===== src/rtl/seven_segment_scanner.sv =====
// Four-digit multiplexed 7-segment driver with shadow/pending content registers.
// All outputs are registered and show the scan position held by the state registers one cycle earlier.

module seven_segment_digit_decoder (
    input  logic [4:0] code,
    output logic [6:0] seg
);

    // Active-low {a..g} pattern; bit 4 of the code forces the digit dark.
    always_comb begin
        seg = 7'b1111111;
        case (code)
            5'h00:   seg = 7'b0000001;
            5'h01:   seg = 7'b1001111;
            5'h02:   seg = 7'b0010010;
            5'h03:   seg = 7'b0000110;
            5'h04:   seg = 7'b1001100;
            5'h05:   seg = 7'b0100100;
            5'h06:   seg = 7'b0100000;
            5'h07:   seg = 7'b0001111;
            5'h08:   seg = 7'b0000000;
            5'h09:   seg = 7'b0000100;
            5'h0A:   seg = 7'b0001000;
            5'h0B:   seg = 7'b1100000;
            5'h0C:   seg = 7'b0110001;
            5'h0D:   seg = 7'b1000010;
            5'h0E:   seg = 7'b0110000;
            5'h0F:   seg = 7'b0111000;
            default: seg = 7'b1111111;
        endcase
    end

endmodule

module seven_segment_scanner #(
    parameter int DIGIT_CYCLES = 50000,
    parameter int GAP_CYCLES   = 500
) (
    input  logic        clk,
    input  logic        rst_n,
    input  logic [15:0] value,
    input  logic [3:0]  blank,
    input  logic [3:0]  dp,
    input  logic        load,
    input  logic        enable,
    output logic        load_ack,
    output logic [3:0]  anode,
    output logic [6:0]  segment,
    output logic        dp_n
);

    localparam int CNT_MAX = (DIGIT_CYCLES > GAP_CYCLES) ? DIGIT_CYCLES : GAP_CYCLES;
    localparam int CW      = (CNT_MAX < 1) ? 1 : $clog2(CNT_MAX + 1);
    localparam logic [CW-1:0] DIGIT_LAST = CW'(DIGIT_CYCLES - 1);
    localparam logic [CW-1:0] GAP_LAST   = (GAP_CYCLES > 0) ? CW'(GAP_CYCLES - 1) : {CW{1'b0}};

    typedef enum logic [0:0] {SHOW = 1'b0, GAP = 1'b1} state_t;

    state_t        state_r, state_nxt_s;
    logic [CW-1:0] cnt_r, cnt_nxt_s;
    logic [1:0]    idx_r, idx_nxt_s;
    logic          frame_end_s;

    logic [15:0]   value_r, pend_value_r;
    logic [3:0]    blank_r, pend_blank_r;
    logic [3:0]    dp_r, pend_dp_r;
    logic          pend_r;
    logic          commit_r;

    logic [3:0]    nibble_s;
    logic [6:0]    seg_s;

    // Scan sequencing; frame_end_s flags the last cycle before index-0 SHOW starts.
    always_comb begin
        state_nxt_s = state_r;
        cnt_nxt_s   = cnt_r + {{(CW-1){1'b0}}, 1'b1};
        idx_nxt_s   = idx_r;
        frame_end_s = 1'b0;
        case (state_r)
            SHOW: begin
                if (cnt_r == DIGIT_LAST) begin
                    cnt_nxt_s = {CW{1'b0}};
                    idx_nxt_s = idx_r + 2'd1;
                    if (GAP_CYCLES == 0) begin
                        state_nxt_s = SHOW;
                        frame_end_s = (idx_r == 2'd3);
                    end else begin
                        state_nxt_s = GAP;
                        frame_end_s = 1'b0;
                    end
                end else begin
                    state_nxt_s = SHOW;
                end
            end
            GAP: begin
                // The index already advanced on entry, so digit 3's gap carries index 0.
                if (cnt_r == GAP_LAST) begin
                    cnt_nxt_s   = {CW{1'b0}};
                    state_nxt_s = SHOW;
                    frame_end_s = (idx_r == 2'd0);
                end else begin
                    state_nxt_s = GAP;
                end
            end
            default: begin
                state_nxt_s = SHOW;
                cnt_nxt_s   = {CW{1'b0}};
                idx_nxt_s   = 2'd0;
            end
        endcase
    end

    // State, counter and digit index registers.
    always_ff @(posedge clk) begin
        if (!rst_n) begin
            state_r <= SHOW;
            cnt_r   <= {CW{1'b0}};
            idx_r   <= 2'd0;
        end else begin
            state_r <= state_nxt_s;
            cnt_r   <= cnt_nxt_s;
            idx_r   <= idx_nxt_s;
        end
    end

    // Pending/shadow content; shadow only moves at a frame boundary, a coincident load wins.
    always_ff @(posedge clk) begin
        if (!rst_n) begin
            value_r      <= 16'h0000;
            blank_r      <= 4'b1111;
            dp_r         <= 4'b0000;
            pend_value_r <= 16'h0000;
            pend_blank_r <= 4'b1111;
            pend_dp_r    <= 4'b0000;
            pend_r       <= 1'b0;
            commit_r     <= 1'b0;
        end else if (frame_end_s) begin
            commit_r <= load | pend_r;
            pend_r   <= 1'b0;
            if (load) begin
                value_r <= value;
                blank_r <= blank;
                dp_r    <= dp;
            end else if (pend_r) begin
                value_r <= pend_value_r;
                blank_r <= pend_blank_r;
                dp_r    <= pend_dp_r;
            end
        end else begin
            commit_r <= 1'b0;
            if (load) begin
                pend_value_r <= value;
                pend_blank_r <= blank;
                pend_dp_r    <= dp;
                pend_r       <= 1'b1;
            end
        end
    end

    // Select the current digit's nibble from the shadow value.
    always_comb begin
        nibble_s = 4'h0;
        case (idx_r)
            2'd0:    nibble_s = value_r[3:0];
            2'd1:    nibble_s = value_r[7:4];
            2'd2:    nibble_s = value_r[11:8];
            2'd3:    nibble_s = value_r[15:12];
            default: nibble_s = 4'h0;
        endcase
    end

    seven_segment_digit_decoder u_decoder (
        .code (({blank_r[idx_r], nibble_s})),
        .seg  (seg_s)
    );

    // Output registers; commit_r is high in the first index-0 cycle, so the ack lines up with it.
    always_ff @(posedge clk) begin
        if (!rst_n) begin
            anode    <= 4'b1111;
            segment  <= 7'b1111111;
            dp_n     <= 1'b1;
            load_ack <= 1'b0;
        end else begin
            load_ack <= commit_r;
            if (state_r == SHOW) begin
                anode   <= enable ? ~(4'b0001 << idx_r) : 4'b1111;
                segment <= seg_s;
                dp_n    <= ~dp_r[idx_r];
            end else begin
                anode   <= 4'b1111;
                segment <= 7'b1111111;
                dp_n    <= 1'b1;
            end
        end
    end

endmodule


===== config.mk =====
export PLATFORM = sky130hd
export DESIGN_NAME = seven_segment_scanner
export DESIGN_NICKNAME = d
export VERILOG_FILES = /design/src/rtl/seven_segment_scanner.sv
export SDC_FILE = /design/constraint.sdc
export NUM_CORES = 1
export LEC_CHECK = 0
export CAP_MARGIN = 20
export CORE_MARGIN = 1
export CORE_UTILIZATION = 53
export CTS_BUF_LIST = sky130_fd_sc_hd__clkbuf_8
export DETAILED_ROUTE_END_ITERATION = 7
export GPL_TIMING_DRIVEN = 0
export PLACE_DENSITY = 0.75
export SYNTH_ARGS = -nofsm -noshare
export SYNTH_HDL_FRONTEND = slang
export SYNTH_SLANG_ARGS = --single-unit

===== constraint.sdc =====
create_clock -name clk -period 2 [get_ports clk]
set_input_delay 0.2 -clock clk [delete_from_list [all_inputs] [get_ports clk]]
set_output_delay 0.2 -clock clk [all_outputs]
set_load 0.05 [all_outputs]

After elaboration in Yosys (flattened, before gate mapping). Memory sizes are Yosys's and may differ from the RTL's. A register that Yosys moved wholly into a read port is not among the register bits. Index checks and enable logic that the tools add are counted.

Bits in registers: 75. Memory bits (read-only): 112. Bits of input ports: 28. Output and inout bits: 13. Word-level logic and storage cells: 60. Memories: 1.

Memories: (no name shown) (words 16, bits a word 7, rd ports 1, clocked after memory_dff 1, write ports 0, RTL line 12) `case (code)`.

Add/subtract/negate cells: 2. Magnitude comparators: 1. Eq/ne operators: 5. Shift-type cells: 1. Mux-type cells: 19. Bitwise operators: 7. Reductions and logical operators: 10.

Operators by type and width (number): 2-to-1 mux 16 bit (4); case mux 16 bit (2 select lines) (1); adder 16 x 1 -> 16 bit, second input constant (1); equality test 16 bit, second input constant (1); equality test 16 x 9 -> 1 bit, second input constant (1); 2-to-1 mux 4 bit (4); case mux 4 bit (4 select lines) (1); AND reduction 2 bit (4); OR reduction 3 bit (2); 2-to-1 mux 1 bit (5); inverter 1 bit (5); binary-select mux 1 bit (select 2 bit) (2); equality test 2 bit, second input constant (2); inverter 4 bit (1); case mux 1 bit (2 select lines) (2); OR reduction 2 bit (2); left shift 1 x 2 -> 4 bit, first input constant (1); < comparator 2 x 3 -> 1 bit, second input constant (1); adder 2 x 1 -> 2 bit, second input constant (1); equality test 2 x 1 -> 1 bit, second input constant (1); logical NOT 2 bit (1); nonzero test 2 bit (1); bitwise OR 1 bit (1).

Logic depth before layout (Yosys ltp). Gate-level depths: netlist of run 1.

Word-level depth: 5. Depth in mapped cells: 10. Depth with buffers taken out: 10.

By module. A second synthesis of run 1 with hierarchy kept.

Cell total of the unflattened synthesis: 479. Area total of the unflattened synthesis: 4330.4 sq um.

By module, submodules not included: seven_segment_scanner (instances 1, cells each 444, area an instance 4035.1 sq um, seq. area each 1641.6 sq um); seven_segment_digit_decoder (instances 1, cells each 35, area an instance 295.3 sq um, seq. area each 0.0 sq um).

Least setup slack after synthesis of run 1. No wires, ideal clock.

Path kind: register -> register. Start: register idx_r[0]. End: register segment[3]. Library setup time: 145 ps. Data arrival time: 2099 ps. Data required time: 1855 ps. Path slack: -244 ps. Cell stages (with the launch flop): 11. Path buffers: 0. Clock period less this slack: 2244 ps. Path through: dfxtp_1 -> inv_1 -> ha_1 -> nor2b_1 -> a21oi_1 -> inv_1 -> ha_1 -> inv_1 -> a211oi_1 -> a2111oi_0 -> a31oi_1.

Longest elaborated chain between the ends: 3. Elaborated cells between the ends (all ways): 8. Those cells by class: eq/ne (3); mux (3); reduce/logical (2).

Ends and longest elaborated chain: start: declaration (RTL line 61) `logic [1:0] idx_r, idx_nxt_s;`; start signal: assignment (RTL line 122) `idx_r <= idx_nxt_s;`; binary-select mux 1 bit (select 2 bit) (RTL line 173) `.code (({blank_r[idx_r], nibble_s})),`; 2-to-1 mux 1 bit (implied by the code) (RTL line 173); OR reduction 3 bit (no line); end: declaration (RTL line 48) `output logic [6:0] segment,`.

Parallel ways exist; a longest one is shown, timed or not. The select of a mux whose other input is x is not followed. A chain may end at the register's enable or synchronous reset.

Final worst setup path of run 1.
Start: register idx_r[1]. End: register segment[3].

Same word-level chain as after synthesis.

==> results of run 1 <==
final cells by class:
cell class                      count  area (um^2)  share of cell area [%]
Clock buffer                        9          124                    2.47
Sequential cell                    82         1650                    32.8
Timing Repair Buffer               57          571                    11.4
Multi-Input combinational cell    306         2280                    45.4
Clock inverter                      7         61.3                    1.22
Tap cell                           99          124                    2.47
Inverter                           17         75.1                    1.49
Buffer                             24          140                    2.79
worst max-delay path: stages, from the launching register on:
cell       delay (ps)
dfxtp_4           390
inv_4              50
ha_4              170
a222oi_1          340
buf_4             190
mux2i_4            90
ha_4              300
inv_4              40
a211oi_4          180
a2111oi_2          60
a31oi_1           180
final timing paths:
path,from,to,slack [ps],cells after the start
max,idx_r[1],segment[3],-60,10
min,rst_n,dp_n,290,3
max reg2reg,idx_r[1],segment[3],-60,10
min reg2reg,cnt_r[0],cnt_r[0],440,1
cell usage after synthesis, types with 3 or more instances:
library cell / number / area share, %
and3_1: 4 / 0.63
mux2_2: 21 / 6.0
and4_1: 5 / 1.1
nor2b_1: 3 / 0.47
nor4_1: 7 / 1.1
xnor2_1: 3 / 0.66
nand2_1: 94 / 8.9
inv_1: 14 / 1.3
or3_1: 3 / 0.47
nand3_1: 6 / 0.76
buf_4: 4 / 0.76
ha_1: 12 / 3.8
buf_2: 4 / 0.50
o21ai_0: 12 / 1.5
o211ai_1: 8 / 1.5
clkbuf_1: 13 / 1.2
mux2i_1: 45 / 11
nand4_1: 7 / 1.1
a211oi_1: 6 / 1.1
a31oi_1: 6 / 0.95
dfxtp_1: 82 / 41
nor2_1: 16 / 1.5
xor2_1: 9 / 2.0
a21oi_1: 8 / 1.0
a222oi_1: 4 / 1.0
state kept, by name (all words and copies together) (netlist names):
signal / cells
segment: 7
commit_r: 1
state_r: 1
blank_r: 4
dp_n: 1
pend_value_r: 16
load_ack: 1
pend_dp_r: 4
dp_r: 4
idx_r: 2
cnt_r: 16
anode: 4
value_r: 16
pend_blank_r: 4
pend_r: 1
stage by stage:
stage / utilization (%) / setup slack [ps] / cell area [um^2]
3_3_place_gp: 61.9 / -242 / 4490
3_5_place_dp: 61.9 / -258 / 4490
4_1_cts: 67.1 / -24.0 / 4870
5_1_grt: 69.3 / -162 / 5020
2_1_floorplan: - / 1.86 / 3990
6_report: 69.3 / -64.3 / 5020
routing by layer:
layer | GRT usage [%] | vias up | wire (um)
met1 | 32.3 | 1574 | 4190
met2 | 41.9 | 70 | 4700
met3 | 3.26 | 17 | 348
met4 | 11.0 | 0 | 157
li1 | - | 1652 | -
met5 | 0 | - | 0
power by group:
group	total [mW]	internal, mW	switching (mW)
clock network	1.17	0.564	0.607
registers	1.69	1.67	0.0209
logic	0.293	0.152	0.141
total	3.15	2.38	0.769
cell families (layout without fill, tap and decap cells):
kind of cell | Yosys count | after routing | synth area share [%]
xor+xnor | 12 | 12 | 2.65
compound gates | 55 | 55 | 9.64
mux | 68 | 68 | 18.4
fa+ha+maj | 12 | 12 | 3.78
flops | 82 | 82 | 41.3
buf+inv | 41 | 114 | 4.76
simple gates | 159 | 159 | 19.4
what timing repair did:
item / CTS / global route
pin swaps: 9 / 9
endpoints found under the setup margin: 28 / 37
gates resized for setup: 19 / 19
buffers inserted: 12 / 5
cloned: 0 / 2
==> summary.md, run 1 <==
| Metric | Value |
|---|---|
| Crit path required time | ~2300 ps |
| Final hold violation count | 0 |
| HP Class | input pin to flop |
| Synthesized Nets | approximately 470 |
| Post-synth EDFFs | 0 |
| DRT iter0 DRCs | 129 |
| DP Wirelength | 6.25 mm |
| Total wire length | ~9.4 mm |
| Final net count | between 500 and 600 |
| First-pass DRT Iterations | 5 |
| #FFs+latches synth | 82 |
| Starting density of the core | 54.7% |
| Final Cycle Share | 103% |
| Top FF cell, synth | dfxtp_1 |
| DR WL/cell | 15.6 um |
| Fill count | about 570 |
| Worst rel slew slack | 59.5% |
| Crit path DAT | 2340 ps |
| Hold_ws | between 200 and 300 ps |
| H-tree lvl count | 3 |
| Crit end category | flop |
| Share of the yosys chip area belonging to registers | ~41% |
| Fin cells | between 600 and 700 |
| YS warnings | 0 |
| Max Root-Sink Buffers | 2 |
| Mapped Cells | 429 |
| Die height | slightly below 90 um |
| Clock Skews | about 8.3 ps |
| Async SR Flop Fraction | 0% |
| Reg clk slew, reported paths | about 80 ps |
| Initial antenna violation count | 0 |
| CP Class | flop to flop |
| Area added between synthesis and finish | 26.6% |
| DIE AREA | between 7000 and 8000 um^2 |
| Power Dens Cells | ~630 nW/um^2 |
| Clock sink count | 82 |
| IO Port Bufs | 38 |
| Clock Latency Late Sink | 360 ps |
| Power Total | ~3.2 mW |
| Share of cells above drive strength 1 | between 20% and 30% |
| Setup Viol. Count Final | 3 |
| CP startpoint kind | flop |
| Peak VDD IR | 410 uV |
| Num CTS Buffers | 9 |
| Core area | between 7000 and 8000 um^2 |
| CTS tree | yes |
| Max-cap violations | 0 |
| Hold-fix buffers, CTS | 0 |
| Commonest non-fill, non-tap cell in the layout | nand2_1 |
| Diode count | 0 |
| Post-synthesis cell type count | between 40 and 50 |
| Total track usage | 25.0% |
| Gr ovfl total | 0 |
| RSZ-0062 raised after global routing | true |
| Cell area after technology mapping | just under 4000 um^2 |
| Placed Cells | approximately 570 |
| Antenna-violating nets left | 0 |
| Vias | 3,313 |
| Setup TNS Final | -117 ps |
| Maximum fanout along the worst path | 5 |
| Die width | approximately 89 um |
| CTS root buf | clkbuf_8 |
| Global-route wire length before repair | around 15 mm |
| Final min period | 2060 ps |
| Max-slew violations | 0 |
| Placer Congestion | 0.851 |
| Row count | 31 |
| Detailed-route DRC error count | 0 |
| Most frequent cells in the layout | nand2_1, dfxtp_1, mux2i_1 |
| F_max | around 480 MHz |
| Pin count of the biggest net entering global routing | 14 |
| Vias in the first global route | about 3,200 |
| Vias per cell | between 5 and 6 |
| Failing checks | negative setup slack |
| Status | complete, but fails checks |
| Measured slew at the worst slew-check pin | between 600 and 700 ps |
| # IOs | ~40 |
| Syn avg cell area | between 9 and 10 um^2 |
| Final worst slack | -64.3 ps |
| Leakage | a little over 2 nW |
(Power assumes the default switching activity.)
==> inputs of run 2 (changes only) <==
Settings changed: HOLD_SLACK_MARGIN set to 0.03.
==> results of run 2 <==
Same layout as run 1: the final DEF is identical, and so are final timing and power.
==> patch 1, RTL diff (config.mk and constraints of run 2) <==
`DIGIT_CYCLES`: 50000 -> 100000.
--- a/src/rtl/seven_segment_scanner.sv
+++ b/src/rtl/seven_segment_scanner.sv
@@ -33,7 +33,7 @@
 endmodule
 
 module seven_segment_scanner #(
-    parameter int DIGIT_CYCLES = 50000,
+    parameter int DIGIT_CYCLES = 100000,
     parameter int GAP_CYCLES   = 500
 ) (
     input  logic        clk,
Behaviour: no difference found for any inputs over 10 cycles, from zero or initial values and one cycle with rst_n low; that may be too few to reach the edited logic, so the function may still have changed.
==> patch 1 against run 2 <==
  * The flow still finishes with violations (negative setup slack)
  * Critical path depth is 3 lower
  * Critical path type unchanged
  * Largest power group unchanged
  * Clock power is 34% higher
  * Non-clock buffer count is 2 higher
  * Sequential share of layout area is 0.47 points higher
  * Sequential cell count is 1 higher
  * Cell count is 5.7% lower
  * Cell area is 0.15% higher
  * Die area is 4.4% lower
  * Setup slack worse by 0.085 ns
  * Global-route usage is 0.12 points lower
  * Synthesized area is 4.5% lower
  * Power is 12% higher
  * Routed wire length is 3.6% lower
==> patch 1: results (changes against run 2) <==
worst setup margin=-0.1495 ns (was -0.06434 ns); Port Buffer Count=39 (was 38); largest net degree at the start of global routing=15 (was 14); Fin Clk Skew=0.01232 ns (was 0.008262 ns); initial drt markers=114 (was 129); P_leak=2.149 nW (was 2.027 nW); vias post-DR=3102 (was 3313); Final HPWL DP=5625 um (was 6254 um); met1 WL=4084 um (was 4186 um); register area share after synthesis=43.83% (was 41.35%); multi-input combinational area share=43.51% (was 45.37%); fin nets=506 (was 537); slowest stage cell, crit path=a222oi_1 (was dfxtp_4); violated checks=negative setup slack (unchanged); Inverters=12 (was 17); CTS resizes=37 (was 19); mux share of post-synthesis cell area=11.98% (was 18.44%); setup total negative slack=-0.7823 ns (was -0.1168 ns); critical path's largest stage delay=0.58 ns (was 0.39 ns); Synth Area in Compound Gates=12.24% (was 9.644%); clock-cell share of area=5.271% (was 3.685%); final setup vio count=7 (was 3); first-pass GRT wire length=14430 um (was 14970 um); hold depth=4 (was 3); Synth Area in XOR/XNOR=3.696% (was 2.647%); layout cell share with drive strength beyond 1=23.78% (was 20.92%); Peak VDD IR=0.4361 mV (was 0.4102 mV); WL final=9054 um (was 9396 um); syn_area_per_cell=9.574 um^2 (was 9.254 um^2); met2 Usage GRT=39.83% (was 41.89%); # fillers=510 (was 572); top cells by area, synth=dfxtp_1, mux2i_1, nand2_1 (unchanged); Synth Register Bits=83 (was 82); Synth Net Count=436 (was 469); post-place setup slack=-0.4235 ns (was -0.2575 ns); post-CTS setup buffers=10 (was 12); status=complete, but fails checks (unchanged); grt met1 use=32.87% (was 32.34%); post-synth cell types=43 (was 49); Register-to-Register Path Depth=7 (was 10); largest registers=cnt_r (17), pend_value_r (16), value_r (16) (was cnt_r (16), pend_value_r (16), value_r (16)); WL met2=4463 um (was 4704 um); Synth Area in Adders=3.960% (was 3.782%); routed length per instance=15.97 um (was 15.63 um); Hold Path Origin=load (was rst_n); Post-synth top cells=dfxtp_1, nand2_1, mux2i_1 (was nand2_1, dfxtp_1, mux2i_1)
==> patch 1: changes by cell type after synthesis, moves of 4 or more <==
| cell | run 2 | this run |
|---|---|---|
| nand2_1 | 94 | 66 |
| nand3_1 | 6 | 28 |
| o211a_1 | 0 | 20 |
| mux2_2 | 21 | 7 |
| mux2i_1 | 45 | 33 |
| o21ai_0 | 12 | 21 |
| nor2_1 | 16 | 24 |
| o211ai_1 | 8 | 0 |
| a211oi_1 | 6 | 0 |
| a31oi_1 | 6 | 0 |
| xnor2_1 | 3 | 9 |
| nor4_1 | 7 | 2 |
| a21oi_1 | 8 | 4 |
==> patch 1: power by group <==
group	switching [mW]	leakage, nW	total [mW]	internal, mW
sequential	0.0217	0.679	1.71	1.68
clock	0.610	0.135	1.57	0.956
combinational	0.129	1.34	0.249	0.119
==> patch 1: per-stage QoR <==
step	hold WS [ns]	area [um^2]
floorplan	0.3251	3797
global placement	0.4372	4308
detailed placement	0.4439	4308
CTS	0.3953	4791
global route	0.4249	5032
finish	0.4168	5032
==> patch 2, RTL diff (config.mk and constraints of run 2) <==
Made on the original files. Make the reset (`rst_n`) asynchronous in 3 clocked blocks.
--- a/src/rtl/seven_segment_scanner.sv
+++ b/src/rtl/seven_segment_scanner.sv
@@ -111,7 +111,7 @@
     end
 
     // State, counter and digit index registers.
-    always_ff @(posedge clk) begin
+    always_ff @(posedge clk or negedge rst_n) begin
         if (!rst_n) begin
             state_r <= SHOW;
             cnt_r   <= {CW{1'b0}};
@@ -124,7 +124,7 @@
     end
 
     // Pending/shadow content; shadow only moves at a frame boundary, a coincident load wins.
-    always_ff @(posedge clk) begin
+    always_ff @(posedge clk or negedge rst_n) begin
         if (!rst_n) begin
             value_r      <= 16'h0000;
             blank_r      <= 4'b1111;
@@ -175,7 +175,7 @@
     );
 
     // Output registers; commit_r is high in the first index-0 cycle, so the ack lines up with it.
-    always_ff @(posedge clk) begin
+    always_ff @(posedge clk or negedge rst_n) begin
         if (!rst_n) begin
             anode    <= 4'b1111;
             segment  <= 7'b1111111;
Check against the original RTL: differs if rst_n is asserted again (counterexample within 4 cycles, from zero or initial values and one cycle with rst_n low); with rst_n held inactive, the same outputs for 10 cycles.
==> patch 2 against run 2 <==
  * The flow still finishes with violations (negative setup slack)
  * Die area is 3.4% higher
  * Highest routed layer unchanged
  * Power is 4.6% higher
  * Cell count is 5.0% lower
  * Sequential power is 4% higher
  * Synthesized cell count is 13% lower
  * Sequential cell count stayed put
  * Setup slack worse by 0.33 ns
  * Count of clock-buffer cells in the layout stayed put
  * Cell area is 15% higher
  * Via count is 0.54% lower
  * Synthesized area is 3.5% higher
  * Routed wire length is 16% higher
==> patch 2: results (changes against run 2) <==
gpl congestion=0.8154 (was 0.8509); Peak VDD IR=0.5553 mV (was 0.4102 mV); Sequential Area=0.002082 mm^2 (was 0.001650 mm^2); WL final=10900 um (was 9396 um); violated checks=negative setup slack (unchanged); NetSw=0.8226 mW (was 0.7694 mW); synthesized netlist cell count=372 (was 429); largest net degree at the start of global routing=60 (was 14); layout cell share with drive strength beyond 1=40.04% (was 20.92%); met1 WL=4736 um (was 4186 um); critical path's largest stage delay=0.57 ns (was 0.39 ns); CP startpoint=cnt_r[10] (was idx_r[1]); placed cell count=512 (was 566); prevailing post-synth register cell=dfrtp_1 (was dfxtp_1); delay-heaviest family, CP=simple AND/OR/NAND/NOR gates (was compound AO/OA/AOI/OAI gates); vias in the first global route=3411 (was 3168); P_leak=2.498 nW (was 2.027 nW); combinational cell fraction of total power=10.2% (was 9.3%); DR vias/cell=5.771 (was 5.512); slowest stage cell, crit path=or4_4 (was dfxtp_4); slew margin rel.=53.22% (was 59.54%); multi-input logic cell count=232 (was 306); GR Util All Layers=26.92% (was 25.01%); Post-synth ARST share=100.0% (was 0%); Hold Path Class=input port to asynchronous set/reset pin (was input port to flip-flop); Final HPWL DP=5903 um (was 6254 um); top cells by area, synth=dfrtp_1, dfstp_2, mux2_4 (was dfxtp_1, mux2i_1, nand2_1); status=complete, but fails checks (unchanged); initial drt markers=178 (was 129); metal3 WL=432 um (was 348 um); Inverters=40 (was 17); Crit Path Max Fanout=10 (was 5); Post-synth top cells=dfrtp_1, inv_1, nor2_1 (was nand2_1, dfxtp_1, mux2i_1); Post-Layout Cell Count=571 (was 601); Arr. time, crit path=2.63 ns (was 2.34 ns); Port Buffer Count=40 (was 38); register area share after synthesis=50.53% (was 41.35%); post-synth cell types=45 (was 49); Plain + repair buffers=102 (was 81); # fillers=425 (was 572); top layer in use=met4 (unchanged); Clk power=1.21 mW (was 1.17 mW); final setup vio count=58 (was 3); worst setup margin=-0.3923 ns (was -0.06434 ns); clock-cell share of area=3.353% (was 3.685%); multi-input logic area=0.002187 mm^2 (was 0.002280 mm^2); buffer share of cell area=17.98% (was 14.14%); post-place setup slack=-0.5021 ns (was -0.2575 ns); first-pass GRT wire length=17190 um (was 14970 um)
-- patch 2: changes by cell type after synthesis, moves of 10 or more --
cell / before / now
dfxtp_1: 82 / 0
nand2_1: 94 / 20
dfrtp_1: 0 / 62
mux2i_1: 45 / 4
inv_1: 14 / 40
a2bb2oi_1: 0 / 20
dfstp_2: 0 / 20
mux2_4: 0 / 20
nand3_1: 6 / 23
mux2_2: 21 / 7
nor2_1: 16 / 30
o21ai_0: 12 / 22
-- patch 2: logic make-up after synthesis --
logic type      Yosys count  synth area share, %
fa+ha+maj                12                3.653
buf+inv                  59                6.484
compound gates           68                12.09
mux                      33                11.29
simple gates            103                12.76
flops                    82                50.53
xor+xnor                 15                3.196
-- patch 2: stage by stage --
stage	cell area (um^2)	setup TNS [ns]
floorplan	4158	-7.389
global placement	4682	-178.92
detailed placement	4707	-23.28
CTS	5628	-14.17
global route	5784	-20.87
finish	5784	-17.41
-- patch 2: final timing paths --
| check | endpoint | slack [ns] | cells after the start |
|---|---|---|---|
| setup reg to reg | pend_dp_r[1] | -0.39 | 7 |
| hold / removal | pend_value_r[8] | 0.28 | 2 |
| max in group asynchronous | pend_blank_r[0] | 1.07 | 3 |
| hold reg to reg | load_ack | 0.37 | 0 |
| setup / recovery | pend_dp_r[1] | -0.39 | 7 |
| min in group clk | load_ack | 0.37 | 0 |
-- patch 2: timing repair --
item	CTS	global route
resized for setup	94	17
setup buffers	27	10
pin swaps	23	10
gates cloned	5	1
endpoints found under the hold margin	22	0
endpoints found under the setup margin	67	72
hold buffers	1	0
-- patch 2: metal layers --
metal  track usage, %  vias to the layer above
li1                 -                     1499
met1            35.15                     1681
met2            44.08                       99
met3            4.738                       16
met4            11.83                        0
met5                0                        -
